File: src/rtl/rf_pkg.sv
// rf_pkg: register file geometry and the dump reader FSM state encoding
package rf_pkg;
   localparam int RF_AW = 5;
   localparam int RF_DW = 32;
   localparam int RF_NREGS = 32;
   typedef enum logic [1:0] {
      ST_IDLE = 2'd0,
      ST_READ = 2'd1,
      ST_OUT  = 2'd2,
      ST_DONE = 2'd3
   } dump_state_t;
endpackage

File: src/rtl/rf_dump_reader.sv
// rf_dump_reader: streams registers FIRST_REG..LAST_REG as (index, value) pairs over valid/ready
// RF_DUMP_SKIP_ZERO_EN: when defined, zero-valued registers are skipped instead of emitted
import rf_pkg::*;
module rf_dump_reader #(
   parameter int AW = RF_AW,
   parameter int DW = RF_DW,
   parameter int FIRST_REG = 1,
   parameter int LAST_REG = 31
) (
   input  logic          clk,
   input  logic          rst,
   input  logic          start,
   output logic [AW-1:0] rd_addr,
   input  logic [DW-1:0] rd_data,
   output logic          out_valid,
   input  logic          out_ready,
   output logic [AW-1:0] out_idx,
   output logic [DW-1:0] out_data,
   output logic          out_last,
   output logic          busy,
   output logic          done
);
   localparam logic [AW-1:0] FIRST = AW'(FIRST_REG);
   localparam logic [AW-1:0] LAST = AW'(LAST_REG);
   dump_state_t state;
   logic [AW-1:0] idx;
   logic at_last;
   assign at_last = idx == LAST;
   assign rd_addr = idx;
   assign busy = state == ST_READ || state == ST_OUT;
   assign done = state == ST_DONE;
   always_ff @(posedge clk)
      if (rst) begin
         state <= ST_IDLE;
         idx <= FIRST;
         out_valid <= 1'b0;
         out_last <= 1'b0;
         out_idx <= '0;
         out_data <= '0;
      end else
         case (state)
            ST_IDLE:
               if (start) begin
                  idx <= FIRST;
                  state <= ST_READ;
               end
            ST_READ:
`ifdef RF_DUMP_SKIP_ZERO_EN
               if (rd_data == '0) begin
                  if (at_last) state <= ST_DONE;
                  else idx <= idx + AW'(1);
               end else
`endif
               begin
                  // value is snapshotted here; later RF writes do not reach the held entry
                  out_data <= rd_data;
                  out_idx <= idx;
                  out_last <= at_last;
                  out_valid <= 1'b1;
                  state <= ST_OUT;
               end
            ST_OUT:
               if (out_ready) begin
                  out_valid <= 1'b0;
                  if (at_last) state <= ST_DONE;
                  else begin
                     idx <= idx + AW'(1);
                     state <= ST_READ;
                  end
               end
            default: state <= ST_IDLE;
         endcase
endmodule

File: config.mk
export PLATFORM = sky130hd
export DESIGN_NAME = rf_dump_reader
export DESIGN_NICKNAME = d
export VERILOG_FILES = /design/src/rtl/rf_pkg.sv /design/src/rtl/rf_dump_reader.sv
export SDC_FILE = /design/constraint.sdc
export NUM_CORES = 1
export LEC_CHECK = 0
export ABC_AREA = 1
export CORE_ASPECT_RATIO = 0.9
export CORE_UTILIZATION = 44
export DETAILED_ROUTE_END_ITERATION = 16
export PLACE_DENSITY = 0.85
export SLEW_MARGIN = 30
export SYNTH_ARGS = -nofsm -noshare
export SYNTH_HDL_FRONTEND = slang
export SYNTH_SLANG_ARGS = --single-unit
export TNS_END_PERCENT = 100
File: constraint.sdc
create_clock -name clk -period 3.4 [get_ports clk]
set_input_delay 0.68 -clock clk [delete_from_list [all_inputs] [get_ports clk]]
set_output_delay 0.68 -clock clk [all_outputs]
set_load 0.03 [all_outputs]
* Word-level counts from Yosys, hierarchy flattened
Cells that the tools add are included.
** Word-level totals
- Bits in registers :: 46
- Input port bits :: 36
- Output and inout port bits :: 46
- Logic and storage cells :: 31
** Cells by class
- Add/sub/neg operators :: 1
- Equality and inequality tests :: 7
- Muxes and demuxes :: 10
- Reduce and logical (&&, ||, !) cells :: 7
** Operators by type and width (count)
- 2-to-1 mux 5 bit :: 3
- one-hot mux 5 bit (2 select lines) :: 1
- 2-to-1 mux 2 bit :: 3
- inequality test 2 bit (second input constant) :: 3
- one-hot mux 2 bit (3 select lines) :: 1
- adder 5 x 1 -> 5 bit (second input constant) :: 1
- equality test 5 bit (second input constant) :: 1
- equality test 2 bit (second input constant) :: 2
- AND reduction 2 bit :: 2
- AND reduction 4 bit :: 1
- nonzero test 2 bit :: 2
- equality test 2 x 1 -> 1 bit (second input constant) :: 1
- zero test 2 bit :: 1
- one-hot mux 1 bit (2 select lines) :: 1
- logical OR 1 bit :: 1
- 2-to-1 mux 1 bit :: 1

* Logic depth before layout (Yosys ltp)
- Word-level depth :: 4
- Mapped depth :: 11
- Mapped depth without buffers :: 11

* Worst setup path before layout
No wires, ideal clock.
- Path type :: register to register
- Start point :: reg idx[1], in the netlist rd_addr[1]
- End point :: reg idx[0], in the netlist rd_addr[0]
- Setup time :: 0.134 ns
- Arrival time :: 1.524 ns
- Required time :: 3.266 ns
- Setup slack :: 1.742 ns
- Stages on the path, launching flop included :: 10
- Buffers on the path :: 0
- Period minus slack after synthesis :: 1.658 ns
- Cell sequence :: dfxtp_1 ha_1 nand2_1 nor2_1 ha_1 nand2_1 o21ai_1 nor2_4 o21ai_1 o211ai_1
** Between the ends
- Cells in the longest elaborated chain, start to end :: 3
** Ends and longest elaborated chain
- start, declared :: line rf_dump_reader.sv:26 : logic [AW-1:0] idx;
- start signal, assigned :: line rf_dump_reader.sv:67 : idx <= idx + AW'(1);
- equality test 5 bit :: line rf_dump_reader.sv:28 : assign at_last = idx == LAST;
- named net at_last :: line rf_dump_reader.sv:27 : logic at_last;
- inequality test 2 bit (no line)
- AND reduction 4 bit (no line)
The timed path passes the listed nets, and every way through them passes these cells.
A chain may end at the register's enable or synchronous reset.

* Worst setup path in the final report
- Start point :: reg state[0]
- End point :: out busy
** Between the ends
- Cells in the longest elaborated chain, start to end :: 2
- Elaborated cells on any way between the ends :: 3
- Classes of those cells :: eq/ne: 2; reduce/logical: 1
** Ends and longest elaborated chain
- start, declared :: line rf_dump_reader.sv:25 : dump_state_t state;
- start signal, assigned :: line rf_dump_reader.sv:34 : state <= ST_IDLE;
- start signal, assigned :: line rf_dump_reader.sv:45 : state <= ST_READ;
- start signal, assigned :: line rf_dump_reader.sv:60 : state <= ST_OUT;
- equality test 2 x 1 -> 1 bit / equality test 2 bit (equally long branches) :: line rf_dump_reader.sv:30 : assign busy = state == ST_READ || state == ST_OUT;
- logical OR 1 bit * :: line rf_dump_reader.sv:30
- end, declared :: line rf_dump_reader.sv:20 : output logic busy,
Every way passes the cells marked *; elsewhere a longest branch is shown, timed or not.

==> impl_metrics.json <==
{
  "outcome": "finished, final reports clean",
  "comb_power_share_pct": 53.5,
  "synthMuxAreaShare_pct": 0,
  "cts_tree": "built",
  "area_delta_synth_final_pct": 53.7,
  "tns_ns": 0,
  "post-route-period-util_pct": 72.2,
  "fp.dieW_um": 68.9,
  "synthesis.area_um2": 1770,
  "yosys.area.top_type": "dfxtp_1",
  "internal-power_mw": 1.55,
  "setup-violations-final": 0,
  "overflow": 0,
  "ys_seq_area_share_pct": 52.0,
  "yosysWarnings": 0,
  "fin_hold_ws_ns": 0.501,
  "hold_path.class": "reg -> reg",
  "synth-seq-cells": 46,
  "grt_pass1_wl_um": 7160,
  "skew_ns": 0.00383,
  "cp.required_ns": 2.72,
  "dp_hpwl_um": 3070,
  "max_stage_delay_ns": 0.67,
  "fp.dieH_um": 62.2,
  "routed_wl_um": 4480,
  "cap_violations": 0,
  "grt_pass1_vias": 1647,
  "die_area_um2": 4280,
  "clkSinkCount": 46,
  "postCtsSetupBuffers": 0,
  "cpMaxStageDelayCell": "clkdlybuf4s50_1",
  "p_clk_share_pct": 14.8,
  "critPathMaxFanout": 5,
  "synth-xor-area-share_pct": 0,
  "initial_core_util_pct": 46.8,
  "synth_cell_types": 17,
  "ir_drop_mv": 0.557,
  "clkTransAtPathRegs_ns": 0.08,
  "synth_top_family_by_area": "simple AND/OR/NAND/NOR gates",
  "place_congestion": 0.781,
  "drt-initial-drc-count": 78,
  "cts_htree_levels": 2,
  "grt_max_degree": 44,
  "p_seq_share_pct": 31.7,
  "rows": 21,
  "synth-simple-area-share_pct": 22.5,
  "postRouteAntennaNets": 0,
  "cts.hold.buffers_added": 0,
  "relSlewSlack_pct": 58.8,
  "syn_nets": 274,
  "synthTopCellsByArea": "dfxtp_1 (52%), nor2_1 (17%), o21ai_0 (12%)",
  "numCtsBuffers": 5,
  "postLayoutCoreUtil_pct": 71.9,
  "drt_pass1_iterations": 4,
  "vias": 1721,
  "power.density_nw_per_um2": 1010,
  "max_freq_mhz": 407,
  "top_level_ports": 82,
  "rsz0062_at_grt": "no",
  "endpoint_kind": "primary output",
  "drc": 0,
  "p_switching_mw": 1.20,
  "clockRootBuffer": "clkbuf_8",
  "wl_per_cell_um": 12.6,
  "yosys.area_share.adder_pct": 4.95,
  "clock_latency_ns": 0.29,
  "diodes": 0,
  "antenna_found_initial": 0,
  "port_buffers": 81,
  "vias_per_cell": 4.83,
  "startpoint_type": "flip-flop",
  "avgSynthCellArea_um2": 7.66,
  "finalHoldViolations": 0,
  "synth_top_area_share_pct": 52.0,
  "crit_type": "reg -> out",
  "min_period_ns": 2.45,
  "switching_share_pct": 43.7,
  "syn_inst": 231,
  "ctsResizeCount": 0,
  "slew_violations": 0,
  "ctsLongestPathBuffers": 2,
  "synth_compound_area_share_pct": 15.6,
  "nets": 353,
  "track_usage_pct": 22.1,
  "coreArea_um2": 3780,
  "tightest_slew_ns": 0.618,
  "cp_cell_sequence": "inv_1 -> ha_1 -> clkdlybuf4s50_1",
  "worstPathArrival_ns": 1.77,
  "drive_above_1_share_pct": 4.19,
  "p_leak_nw": 1.16
}
cell families (layout without fill, tap and decap cells):
family	after synthesis	after routing
flops	46	46
compound gates	54	54
buf+inv	22	101
simple gates	102	102
fa+ha+maj	7	7
state kept, by name (all words and copies together) (netlist names):
register / flops
out_data: 32
rd_addr: 5
out_valid: 1
out_last: 1
out_idx: 5
state: 2
synth_stat cells:
cell type / number
nor2_1: 82
dfxtp_1: 46
o21ai_0: 43
nand2_1: 15
inv_1: 10
clkbuf_1: 8
ha_1: 7
a21oi_1: 5
o21ai_1: 4
buf_2: 3
nand3_1: 2
a21oi_2: 1
clkinv_1: 1
nand2_2: 1
nor2_4: 1
nor3b_1: 1
o211ai_1: 1
worst max-delay path, delay by kind of cell, from the launching register on:
family,cells,cell delay [ns]
adder cells (fa/ha/maj),1,0.31
buffers and inverters,2,0.78
flip-flops,1,0.39
power by group through the flow:
| stage | Combinational [mW] | Clock, mW | Sequential [mW] |
|---|---|---|---|
| after floorplan | 0.511 | 0 | 1.27 |
| after global placement | 1.45 | 0 | 0.872 |
| after detailed placement | 1.48 | 0 | 0.885 |
| after CTS | 1.49 | 0.416 | 0.874 |
| after global routing | 1.60 | 0.440 | 0.904 |
| final | 1.47 | 0.409 | 0.874 |
area by class of cell:
class,count,area (µm²)
repair buffers,83,826
clock inverters,1,30.0
clock buffers,6,82.6
flip-flops and latches,46,921
multi-input cells,163,763
fillers,322,1060
inverters,11,41.3
well taps,46,57.6
cell usage in the layout (no fill, tap or decap):
master and count:
ha_1 7, buf_4 2, a21oi_1 5, inv_1 10, clkbuf_8 6, nor3b_1 1, nand2_2 1, o21ai_1 4
dfxtp_1 46, a21oi_2 1, inv_2 1, nand3_1 2, nor2_1 82, o211ai_1 1, o21ai_0 43, clkdlybuf4s50_1 81
nand2_1 15, nor2_4 1, bufinv_16 1
through the flow:
step / cells / instance area, µm² / setup WS [ns] / power, mW
2_1_floorplan: 231 / 1770 / 1.74 / 1.78
3_3_place_gp: 349 / 2610 / 1.31 / 2.33
3_5_place_dp: 349 / 2610 / 1.25 / 2.37
6_report: 356 / 2720 / 0.946 / 2.76
5_1_grt: 356 / 2720 / 0.842 / 2.95
4_1_cts: 356 / 2720 / 0.912 / 2.78
layer usage:
metal  up-vias  wire length [µm]  track usage, %
met1       773              1980            25.0
met4         0                43            6.89
met5         -                 0               0
met3         5               308            9.93
li1        893                 -               -
met2        50              2150            36.3
path summary, 6_finish.rpt:
path	start	to	slack, ns	cells past startpoint
min	out_data[8]	out_data[8]	0.50	2
max reg2reg	rd_addr[0]	rd_addr[3]	1.80	10
min reg2reg	out_data[8]	out_data[8]	0.50	2
max	state[0]	busy	0.95	3
(Power assumes the default switching activity.)
